File: src/rtl/yuv2rgb_pkg.sv
// Shared constants for the YUV -> RGB converter: BT.601 inverse coefficients
// (scaled by 256), rounding constant and the data-type tag encoding.
package yuv2rgb_pkg;

   localparam int PIX_WIDTH_DEF = 8;
   localparam int DTYPE_WIDTH   = 4;
   localparam int META_WIDTH    = 16;
   localparam int COEF_WIDTH    = 11;
   localparam int FRAC_BITS     = 8;
   localparam int ROUND_CONST   = 128;

   localparam logic signed [COEF_WIDTH-1:0] COEF_Y  = 11'sd298;
   localparam logic signed [COEF_WIDTH-1:0] COEF_VR = 11'sd409;
   localparam logic signed [COEF_WIDTH-1:0] COEF_UG = -11'sd100;
   localparam logic signed [COEF_WIDTH-1:0] COEF_VG = -11'sd208;
   localparam logic signed [COEF_WIDTH-1:0] COEF_UB = 11'sd516;

   typedef enum logic [DTYPE_WIDTH-1:0] {
      DTYPE_IDLE        = 4'h0,
      DTYPE_FRAME_START = 4'h1,
      DTYPE_LINE_START  = 4'h2,
      DTYPE_PIXEL       = 4'h3,
      DTYPE_LINE_END    = 4'h4,
      DTYPE_FRAME_END   = 4'h5
   } dtype_e;

endpackage

File: src/rtl/yuv2rgb_chan.sv
// One output colour channel: sum of up to three products plus rounding, floor
// shift, then clamp to the unsigned pixel range (or pass bypass data through).
module yuv2rgb_chan
   import yuv2rgb_pkg::*;
#(
   parameter int PW = PIX_WIDTH_DEF
) (
   input  logic                 clk,
   input  logic                 resetb,
   input  logic signed [PW+11:0] p0_i,
   input  logic signed [PW+11:0] p1_i,
   input  logic signed [PW+11:0] p2_i,
   input  logic                 en_i,
   input  logic [PW-1:0]        byp_i,
   output logic [PW-1:0]        pix_o
);

   localparam int SUM_W = PW + 14;
   localparam int SHR_W = PW + 6;

   logic signed [SUM_W-1:0] sum_s;
   logic signed [SHR_W-1:0] shr_d;
   logic signed [SHR_W-1:0] shr_q;
   logic                    en_q;
   logic [PW-1:0]           byp_q;
   logic [PW-1:0]           pix_d;
   logic [PW-1:0]           pix_q;

   // Sign bit set means negative; any set bit above the pixel field means overflow.
   function automatic logic [PW-1:0] clamp_pix(input logic signed [SHR_W-1:0] val);
      logic [PW-1:0] res;
      if (val[SHR_W-1]) begin
         res = '0;
      end else if (|val[SHR_W-2:PW]) begin
         res = '1;
      end else begin
         res = val[PW-1:0];
      end
      return res;
   endfunction

   // Stage 2 next state: rounded sum, floor-shifted back to integer scale.
   always_comb begin
      sum_s = SUM_W'(p0_i) + SUM_W'(p1_i) + SUM_W'(p2_i) + SUM_W'(ROUND_CONST);
      shr_d = SHR_W'(sum_s >>> FRAC_BITS);
   end

   // Stage 3 next state: clamp in convert mode, raw data in bypass mode.
   always_comb begin
      if (en_q) begin
         pix_d = clamp_pix(shr_q);
      end else begin
         pix_d = byp_q;
      end
   end

   // Stage 2 and stage 3 registers.
   always_ff @(posedge clk or negedge resetb) begin
      if (!resetb) begin
         shr_q <= '0;
         en_q  <= 1'b0;
         byp_q <= '0;
         pix_q <= '0;
      end else begin
         shr_q <= shr_d;
         en_q  <= en_i;
         byp_q <= byp_i;
         pix_q <= pix_d;
      end
   end

   assign pix_o = pix_q;

endmodule

File: src/rtl/yuv2rgb.sv
// YUV (no offsets, signed chroma) to RGB converter: three-stage free-running
// pipeline with a same-latency bypass and delay-matched sideband signals.
module yuv2rgb
   import yuv2rgb_pkg::*;
#(
   parameter int PIXEL_WIDTH = PIX_WIDTH_DEF
) (
   input  logic                   clk,
   input  logic                   resetb,
   input  logic                   enable,
   input  logic                   dvi,
   input  logic [DTYPE_WIDTH-1:0] dtypei,
   input  logic [PIXEL_WIDTH-1:0] y,
   input  logic [PIXEL_WIDTH-1:0] u,
   input  logic [PIXEL_WIDTH-1:0] v,
   input  logic [META_WIDTH-1:0]  meta_datai,
   output logic                   dvo,
   output logic [DTYPE_WIDTH-1:0] dtypeo,
   output logic [PIXEL_WIDTH-1:0] r,
   output logic [PIXEL_WIDTH-1:0] g,
   output logic [PIXEL_WIDTH-1:0] b,
   output logic [META_WIDTH-1:0]  meta_datao
);

   localparam int PROD_W = PIXEL_WIDTH + 12;

   logic signed [PROD_W-1:0] y_w_s, u_w_s, v_w_s;
   logic signed [PROD_W-1:0] yp_d, rv_d, gu_d, gv_d, bu_d;
   logic signed [PROD_W-1:0] yp_q, rv_q, gu_q, gv_q, bu_q;
   logic [PIXEL_WIDTH-1:0]   y_q, u_q, v_q;
   logic                     en_q;

   logic                     dv1_q, dv2_q, dv3_q;
   logic [DTYPE_WIDTH-1:0]   dt1_q, dt2_q, dt3_q;
   logic [META_WIDTH-1:0]    md1_q, md2_q, md3_q;

   // Stage 1 products: Y zero-extended, chroma sign-extended to product width.
   always_comb begin
      y_w_s = PROD_W'(signed'({1'b0, y}));
      u_w_s = PROD_W'(signed'(u));
      v_w_s = PROD_W'(signed'(v));
      yp_d  = y_w_s * PROD_W'(COEF_Y);
      rv_d  = v_w_s * PROD_W'(COEF_VR);
      gu_d  = u_w_s * PROD_W'(COEF_UG);
      gv_d  = v_w_s * PROD_W'(COEF_VG);
      bu_d  = u_w_s * PROD_W'(COEF_UB);
   end

   // Stage 1 registers: products, raw pixel for bypass, per-pixel mode bit.
   always_ff @(posedge clk or negedge resetb) begin
      if (!resetb) begin
         yp_q <= '0;
         rv_q <= '0;
         gu_q <= '0;
         gv_q <= '0;
         bu_q <= '0;
         y_q  <= '0;
         u_q  <= '0;
         v_q  <= '0;
         en_q <= 1'b0;
      end else begin
         yp_q <= yp_d;
         rv_q <= rv_d;
         gu_q <= gu_d;
         gv_q <= gv_d;
         bu_q <= bu_d;
         y_q  <= y;
         u_q  <= u;
         v_q  <= v;
         en_q <= enable;
      end
   end

   // Sideband delay line, three stages to match the pixel path.
   always_ff @(posedge clk or negedge resetb) begin
      if (!resetb) begin
         dv1_q <= 1'b0;
         dv2_q <= 1'b0;
         dv3_q <= 1'b0;
         dt1_q <= '0;
         dt2_q <= '0;
         dt3_q <= '0;
         md1_q <= '0;
         md2_q <= '0;
         md3_q <= '0;
      end else begin
         dv1_q <= dvi;
         dv2_q <= dv1_q;
         dv3_q <= dv2_q;
         dt1_q <= dtypei;
         dt2_q <= dt1_q;
         dt3_q <= dt2_q;
         md1_q <= meta_datai;
         md2_q <= md1_q;
         md3_q <= md2_q;
      end
   end

   yuv2rgb_chan #(.PW(PIXEL_WIDTH)) u_chan_r (
      .clk    (clk),
      .resetb (resetb),
      .p0_i   (yp_q),
      .p1_i   (rv_q),
      .p2_i   ('0),
      .en_i   (en_q),
      .byp_i  (y_q),
      .pix_o  (r)
   );

   yuv2rgb_chan #(.PW(PIXEL_WIDTH)) u_chan_g (
      .clk    (clk),
      .resetb (resetb),
      .p0_i   (yp_q),
      .p1_i   (gu_q),
      .p2_i   (gv_q),
      .en_i   (en_q),
      .byp_i  (u_q),
      .pix_o  (g)
   );

   yuv2rgb_chan #(.PW(PIXEL_WIDTH)) u_chan_b (
      .clk    (clk),
      .resetb (resetb),
      .p0_i   (yp_q),
      .p1_i   (bu_q),
      .p2_i   ('0),
      .en_i   (en_q),
      .byp_i  (v_q),
      .pix_o  (b)
   );

   assign dvo        = dv3_q;
   assign dtypeo     = dt3_q;
   assign meta_datao = md3_q;

endmodule

File: config.mk
export PLATFORM = sky130hd
export DESIGN_NAME = yuv2rgb
export DESIGN_NICKNAME = d
export VERILOG_FILES = /design/src/rtl/yuv2rgb_pkg.sv /design/src/rtl/yuv2rgb_chan.sv /design/src/rtl/yuv2rgb.sv
export SDC_FILE = /design/constraint.sdc
export NUM_CORES = 1
export LEC_CHECK = 0
export ABC_CLOCK_PERIOD_IN_PS = 3500
export CAP_MARGIN = 20
export CELL_PAD_IN_SITES_DETAIL_PLACEMENT = 0
export CELL_PAD_IN_SITES_GLOBAL_PLACEMENT = 2
export CORE_AREA = 2 2 193 195
export DETAILED_ROUTE_END_ITERATION = 6
export DIE_AREA = 0 0 195 197
export PLACE_DENSITY_LB_ADDON = 0.12
export SYNTH_ARGS = -nofsm -noshare
export SYNTH_HDL_FRONTEND = slang
export SYNTH_SLANG_ARGS = --single-unit
export TNS_END_PERCENT = 50
File: constraint.sdc
create_clock -name clk -period 3.5 [get_ports clk]
set_clock_uncertainty 0.2 [all_clocks]
set_input_delay 0.525 -clock clk [delete_from_list [all_inputs] [get_ports clk]]
set_output_delay 0.525 -clock clk [all_outputs]
set_load 0.02 [all_outputs]
==> results of run 1 <==
[state kept, by name, summed over array words and instances, names as in the netlist, 10 cells and up]
register / flops
yp_q: 14
md2_q: 16
gv_q: 12
bu_q: 10
md1_q: 16
u_chan_r.shr_q: 14
gu_q: 13
u_chan_b.shr_q: 14
rv_q: 15
u_chan_g.shr_q: 14
meta_datao: 16
[layer usage]
metal | wire length, um | part of all wire | vias up | track usage
met5 | 0 | 0 | - | 0
met4 | 452 | 0.015 | 0 | 0.03138
met3 | 1051 | 0.035 | 27 | 0.02207
met2 | 13630 | 0.45 | 114 | 0.2599
met1 | 15260 | 0.50 | 4261 | 0.2427
li1 | - | - | 4432 | -
[critical path, stage by stage]
cell	delay, ns
buf_6	0.10
fa_1	0.58
fa_1	0.46
fa_1	0.56
inv_2	0.04
fa_1	0.51
inv_2	0.04
ha_4	0.22
inv_2	0.04
o21bai_1	0.07
a21oi_2	0.16
nor2b_1	0.06
o21a_1	0.17
o31a_1	0.27
o41ai_2	0.23
xnor2_1	0.15
[logic make-up after synthesis]
| kind of cell | Yosys count |
|---|---|
| DFF | 243 |
| AOI/OAI and AO/OA | 170 |
| muxes | 30 |
| adders and majority gates | 259 |
| and+or+nand+nor | 191 |
| buffers and inverters | 148 |
| xor gates and xnor gates | 108 |
[layout make-up]
class / count / area [um2] / area share
inverters: 133 / 503.0 / 0.02799
clock inverters: 18 / 267.8 / 0.01490
well taps: 468 / 585.6 / 0.03258
multi-input cells: 758 / 7548 / 0.4200
repair buffers: 271 / 2278 / 0.1268
flip-flops and latches: 243 / 6081 / 0.3384
clock buffers: 30 / 706.9 / 0.03934
[power by group through the flow]
stage	combinational (uW)	sequential (uW)	clock, uW
after CTS	10300	4000	3130
after detailed placement	10000	4050	0
after global placement	9990	4040	0
after global routing	11900	4040	3270
final	10700	3970	3030
after floorplan	6520	3930	0
[per-stage QoR]
stage / total power, uW / hold slack (ns) / setup slack [ns] / instances
2_1_floorplan: 10460 / 0.02941 / -0.8988 / 1149
3_3_place_gp: 14030 / 0.1312 / -1.459 / 1858
3_5_place_dp: 14070 / 0.1347 / -1.514 / 1858
4_1_cts: 17440 / 0.02180 / -0.4519 / 1918
5_1_grt: 19170 / 0.02421 / -0.6105 / 1921
6_report: 17680 / 0.04375 / -0.4484 / 1921
[path summary, 6_finish.rpt]
kind | from | to | slack [ns] | depth (start not counted)
worst max-delay path | v[5] | rv_q[17] | -0.45 | 16
max in group asynchronous | resetb | y_q[1] | 1.94 | 3
worst max register to register | yp_q[5] | u_chan_g.shr_q[11] | 0.07 | 14
worst min register to register | dt1_q[1] | dt2_q[1] | 0.15 | 0
min in group asynchronous | resetb | dv2_q | 0.34 | 2
worst min-delay path | u[4] | u_q[4] | 0.04 | 2
[cells in the final DEF, fill, tap and decap left out, drive strengths merged, types with 18 or more instances in the layout]
cell	n
buf	187
dfrtp	243
fa	55
clkbuf	34
mux2	26
nand2	25
clkdlybuf4s50	67
a21o	30
ha	203
o21ai	18
o21bai	19
a21oi	54
xnor2	72
xor2	36
nor2	84
inv	134
[what timing repair did]
item / 4_1_cts / 5_1_grt
hold buffers: 1 / 0
endpoints found under the hold margin: 65 / 0
pin swaps: 58 / 55
endpoints found under the setup margin: 23 / 25
buffers inserted: 12 / 4
resized for setup: 97 / 57
==> flow_summary.toml, run 1 <==
[flow_run]
cap_violations = 0

[sta]
fmax_mhz = 253.3
setup_viol = 7
post-route-period-util = 1.128
rsz0062_at_grt = "true"
finalHoldViolations = 0
slew_violations = 0
final.setup.tns_ns = -1.805
worst_slew_pin_slew_ns = 0.8061
setup_ws_ns = -0.4484
layout_min_cycle_time_ns = 3.948
relSlewSlack = 0.4626

[clocking]
htree_levels = 1
cts_buffers = 26
clk_pin_slew_ns = 0.06
cts_tree = "built"
clockRootBuffer = "clkbuf_16"
worstSkewPairLatency_ns = 0.53
clockBufferDepth = 3
cts_sinks = 243

[power_and_ir_drop]
p_sw_frac = 0.3964
vdd_drop_max_mv = 0.7137
p_seq_frac = 0.225
clockPowerShare = 0.172
power.density_nw_per_um2 = 983.8
comb_power_share = 0.604
p_leak_uw = 0.008677
power.switching_uw = 7008
p_int_uw = 10670

[yosys]
synth_top_area_frac = 0.4436
synth_edf_count = 0
yosys.area.top_type = "dfrtp_1"
ys_ff_latch = 243
synth.top_cells.by_area = "dfrtp_1, ha_1, fa_1"
synthAdderAreaFrac = 0.2664
synthArstFlopShare = 1.000
ys.flop_type = "dfrtp_1"
syn_nets = 1455
synth_cells = 1149
synth_cell_types = 65
synth_most_common_cell = "dfrtp_1"
synth_area_um2 = 13710
ys_seq_area_frac = 0.4436
netlist_top_cells_count = "dfrtp_1, ha_1, inv_1, nor2_1, xnor2_1"
avgSynthCellArea_um2 = 11.93
yosys-mux-area-fraction = 0.02428
synth_top_family_by_area = "adder cells"
synth_compound_gate_area_share = 0.08488
synth_xor_area_frac = 0.07091
ys_warn_count = 0
yosys.area_share.simple = 0.06891

[layout]
final_util = 0.4956
final_layout_size_suffix_gt1_frac = 0.2581
syn2layout_area_growth_pct = 31.09
final_cell_area_um2 = 17970
diodes = 0
final_nets = 1739
fillCellCount = 3326

[grt]
grt_overflow_total = 0
antenna_found_initial = 2
grt_pass1_vias = 9196
grt_max_degree = 82
grt_usage = 0.1643
grt_first_pass_wirelength_um = 49770

[critical_path]
crit_required_ns = 3.75
setup.worst_path.end_class = "register"
cp-start-kind = "primary input"
critPathMaxFanout = 2
critPathKind = "in -> reg"
worstPathArrival_ns = 4.20

[routing]
remaining_drc_errors = 0
drt_iter0_drc = 333
wire_per_inst_um = 15.82
drtAntennaViolNets = 0
drt-pass1-iter-count = 5
dr_total_vias = 8834
finalWirelength_um = 30400
avgViaCountPerCell = 4.599

[status]
status = "finished, violations left"
failed_checks = "negative setup slack"

[place]
port_buffers = 92
gp_congestion = 0.8128
place_area_um2 = 16500
hpwl_um = 24560

[die]
die_w_um = 195
rows = 70
core_area_um2 = 36260
dieArea_um2 = 38420
die_height_um = 197
pin_count = 93
initial_utilization = 0.3781

[hold_path]
hold_path_class = "in -> reg"
(Power assumes the default switching activity.)
==> run 2, diff against run 1 <==
Settings changed: CTS_BUF_LIST set to sky130_fd_sc_hd__clkbuf_8, SLEW_MARGIN set to 15.
==> flow_summary.toml, run 2 (synthesis results as in run 1) <==
[routing]
avgViaCountPerCell = 4.571
wire_per_inst_um = 15.79
finalWirelength_um = 30890
drtAntennaViolNets = 0
remaining_drc_errors = 0
drt-pass1-iter-count = 4
dr_total_vias = 8940
drt_iter0_drc = 373

[die]
dieArea_um2 = 38420
die_height_um = 197
die_w_um = 195
pin_count = 93
initial_utilization = 0.3781
rows = 70
core_area_um2 = 36260

[clocking]
clk_pin_slew_ns = 0.06
clockRootBuffer = "clkbuf_8"
cts_buffers = 43
cts_tree = "built"
cts_sinks = 243
htree_levels = 2
clockBufferDepth = 3
worstSkewPairLatency_ns = 0.54

[grt]
grt_usage = 0.1685
grt_first_pass_wirelength_um = 50740
antenna_found_initial = 2
grt_pass1_vias = 9460
grt_overflow_total = 0
grt_max_degree = 82

[sta]
setup_ws_ns = -0.3581
timing.hold.ws_ns = 0.04331
post-route-period-util = 1.102
fmax_mhz = 259.2
rsz0062_at_grt = "true"
worst_slew_pin_slew_ns = 0.8151
slew_violations = 0
relSlewSlack = 0.4566
layout_min_cycle_time_ns = 3.858
finalHoldViolations = 0
setup_viol = 6

[critical_path]
cp-start-kind = "primary input"
worstPathArrival_ns = 4.07
reg2reg_depth = 14
crit_required_ns = 3.71
critPathMaxFanout = 2
setup.worst_path.end_class = "register"
critPathKind = "in -> reg"

[layout]
layout_common_cells = "dfrtp_1, ha_1, buf_4"
final_util = 0.4955
fillCellCount = 3325
diodes = 0
syn2layout_area_growth_pct = 31.05
final_layout_size_suffix_gt1_frac = 0.2661
final_nets = 1764
mostFrequentLayoutCell = "dfrtp_1"

[place]
hpwl_um = 24560
port_buffers = 92
gp_congestion = 0.8128

[power_and_ir_drop]
p_leak_uw = 0.008761
power.density_nw_per_um2 = 966.1
vdd_drop_max_mv = 0.8629
power_uw = 17360

[hold_path]
hold_path_class = "in -> reg"
hold_depth = 2

[flow_run]
cap_violations = 0

[status]
status = "finished, violations left"
failed_checks = "negative setup slack"
run 2: cell count changes in the layout (fill, tap and decap cells not counted), moves of 3 or more:
| cell | delta |
|---|---|
| buf_4 | +6 |
| clkinv_2 | +4 |
| bufinv_16 | -3 |
| a21oi_2 | -3 |
| clkinvlp_4 | -5 |
| inv_1 | +10 |
| clkbuf_8 | +49 |
| dlygate4sd2_1 | -4 |
| clkbuf_16 | -27 |
run 2: area by class of cell:
class | instances | area [um2] | area share
timing repair buffer | 279 | 2362 | 0.1315
clock inverter | 24 | 187.7 | 0.01045
multi-input combinational | 758 | 7542 | 0.4198
inverter | 133 | 505.5 | 0.02814
tap | 468 | 585.6 | 0.03259
clock buffer | 51 | 701.9 | 0.03907
sequential | 243 | 6081 | 0.3385
run 2: path summary, 6_finish.rpt:
check / from / to / slack, ns
max reg2reg: yp_q[6] / u_chan_g.shr_q[11] / 0.09
max in group asynchronous: resetb / u_chan_r.shr_q[1] / 1.96
min reg2reg: md2_q[11] / meta_datao[11] / 0.14
min: u[5] / u_q[5] / 0.04
max: v[5] / rv_q[16] / -0.36
min in group asynchronous: resetb / dv2_q / 0.32
run 2: routing by layer:
layer,up-vias,global-route usage,part of all wire
li1,4490,-,-
met1,4272,0.2448,0.50
met2,138,0.2643,0.45
met3,40,0.02550,0.033
met4,0,0.04269,0.018
met5,-,0,0
run 2: power breakdown:
group / switching (uW) / internal, uW / leakage [uW]
logic: 5470 / 5230 / 0.00542
registers: 411 / 3560 / 0.00283
clock network: 1130 / 1550 / 0.000509
total: 7020 / 10300 / 0.00876
run 2: critical path, cell delays in order:
cell and delay [ns]:
buf_6 0.10, fa_1 0.58, fa_1 0.45, fa_1 0.51
inv_2 0.04, fa_1 0.48, inv_2 0.04, ha_4 0.22
buf_6 0.12, a21oi_4 0.13, nor2b_1 0.05, o21a_1 0.18
o31a_1 0.28, o41ai_2 0.24, xnor2_1 0.11
run 2: through the flow:
stage / TNS, ns / instances / worst slack [ns] / area [um2]
final: -1.253 / 1956 / -0.3581 / 17970
after detailed placement: -24.89 / 1858 / -1.514 / 16500
after CTS: -1.312 / 1952 / -0.4215 / 17720
after global routing: -2.233 / 1956 / -0.4832 / 17970
after floorplan: -4.424 / 1149 / -0.8988 / 13800
after global placement: -24.18 / 1858 / -1.459 / 16500
run 2: what timing repair did:
action	in CTS	in global routing
pin swaps	59	59
buffers inserted	17	6
gates resized for setup	90	69
hold buffers	2	0
setup endpoints to repair	21	26
endpoints found under the hold margin	66	0
==> run 3, diff against run 2 <==
Settings changed: SETUP_SLACK_MARGIN set to 0.02.
==> flow_summary.toml, run 3 (synthesis results as in run 1) <==
[sta]
final.setup.tns_ns = -1.247
setup_ws_ns = -0.3570
worst_slew_pin_slew_ns = 0.8155
setup_viol = 6
finalHoldViolations = 0
slew_violations = 0
rsz0062_at_grt = "true"
layout_min_cycle_time_ns = 3.857
fmax_mhz = 259.3
post-route-period-util = 1.102
relSlewSlack = 0.4564
timing.hold.ws_ns = 0.04048

[routing]
drt-pass1-iter-count = 4
dr_total_vias = 8940
remaining_drc_errors = 0
drt_iter0_drc = 375
drtAntennaViolNets = 0
avgViaCountPerCell = 4.561
wire_per_inst_um = 15.77
finalWirelength_um = 30900

[critical_path]
setup.worst_path.end_class = "register"
path_delay_family = "adder cells"
critPathKind = "in -> reg"
critPathMaxFanout = 2
worst-path-buf-inv = 4
critPathMaxStageDelay_ns = 0.58
crit_required_ns = 3.71
reg2reg_depth = 14
critPathMostFrequentCell = "fa_1"
worstPathArrival_ns = 4.07
rrSetupSlack_ns = 0.09
r2r-start = "yp_q[6]"
crit_path_top_delay_cell = "fa_1"
path_cells = "buf_6 > fa_1 > fa_1 > fa_1 > inv_2 > fa_1 > inv_2 > ha_4 > buf_6 > a21oi_4 > nor2b_1 > o21a_1 > o31a_1 > o41ai_2 > xnor2_1"
reg2reg_to = "u_chan_g.shr_q[11]"
cp-start-kind = "primary input"

[layout]
finalNonFillerCells = 1960
final_util = 0.4964
fillCellCount = 3337
final_layout_size_suffix_gt1_frac = 0.2710
layout_common_cells = "dfrtp_1, ha_1, buf_4"
syn2layout_area_growth_pct = 31.29
final_nets = 1767
mostFrequentLayoutCell = "dfrtp_1"

[place]
hpwl_um = 24560
port_buffers = 92
dp_cells = 1858
gp_congestion = 0.8128

[clocking]
clockBufferDepth = 3
cts_buffers = 43
cts_sinks = 243
worstSkewPairLatency_ns = 0.54
clk_pin_slew_ns = 0.06
htree_levels = 2
clockRootBuffer = "clkbuf_8"
cts_tree = "built"

[die]
core_area_um2 = 36260
initial_utilization = 0.3781
rows = 70
die_height_um = 197
dieArea_um2 = 38420
pin_count = 93
die_w_um = 195

[grt]
grt_first_pass_wirelength_um = 50740
antenna_found_initial = 2
grt_overflow_total = 0
grt_usage = 0.1685
grt_pass1_vias = 9458
grt_max_degree = 82

[power_and_ir_drop]
vdd_drop_max_mv = 0.8601
p_leak_uw = 0.008781
power_uw = 17380
power.density_nw_per_um2 = 965.4

[status]
failed_checks = "negative setup slack"
status = "finished, violations left"

[hold_path]
worstHoldStart = "u[5]"
hold_path_class = "in -> reg"
hold_depth = 2
hold_path_end = "u_q[5]"

[flow_run]
cap_violations = 0
[run 3: cell types whose count changed in the layout (fill, tap and decap cells not counted), sizes merged]
cell / change
clkbuf: +1
diode: +1
clkdlybuf4s15: -1
buf: +3
[run 3: what timing repair did]
item,4_1_cts,5_1_grt
hold buffers,2,0
endpoints found under the setup margin,23,26
endpoints found under the hold margin,66,0
pin swaps,60,68
setup buffers,17,9
gates resized for setup,94,70
[run 3: final cells by class]
cell class	instances	area, um2	area share
clock inverters	24	187.7	0.01043
well taps	468	585.6	0.03253
diodes	1	2.502	0.0001390
flip-flops and latches	243	6081	0.3379
inverters	133	503.0	0.02795
multi-input cells	758	7562	0.4202
clock buffers	51	701.9	0.03900
repair buffers	282	2375	0.1319
[run 3: report_power, final]
group / internal [uW] / switching, uW / total, uW
logic: 5250 / 5470 / 10700
registers: 3560 / 413 / 3980
clock network: 1550 / 1140 / 2680
[run 3: stage by stage]
stage / worst slack (ns) / instance area (um2)
global placement: -1.459 / 16500
finish: -0.3570 / 18000
CTS: -0.4215 / 17740
global route: -0.4832 / 18000
detailed placement: -1.514 / 16500
floorplan: -0.8988 / 13800
[run 3: worst max path at each step]
stage | to | start | cells past startpoint | slack, ns
2_1_floorplan | rv_q[17] | v[7] | 15 | -0.90
3_3_place_gp | rv_q[17] | v[7] | 16 | -1.46
3_5_place_dp | rv_q[17] | v[7] | 16 | -1.51
4_1_cts | rv_q[16] | v[5] | 15 | -0.42
5_1_grt | rv_q[17] | v[5] | 16 | -0.48
6_report | rv_q[16] | v[5] | 15 | -0.36
[run 3: per-layer routing]
metal / track usage / up-vias / wire (um)
met5: 0 / - / 0
met4: 0.04269 / 0 / 560
met3: 0.02550 / 40 / 1026
met2: 0.2642 / 144 / 13850
met1: 0.2449 / 4263 / 15460
li1: - / 4493 / -
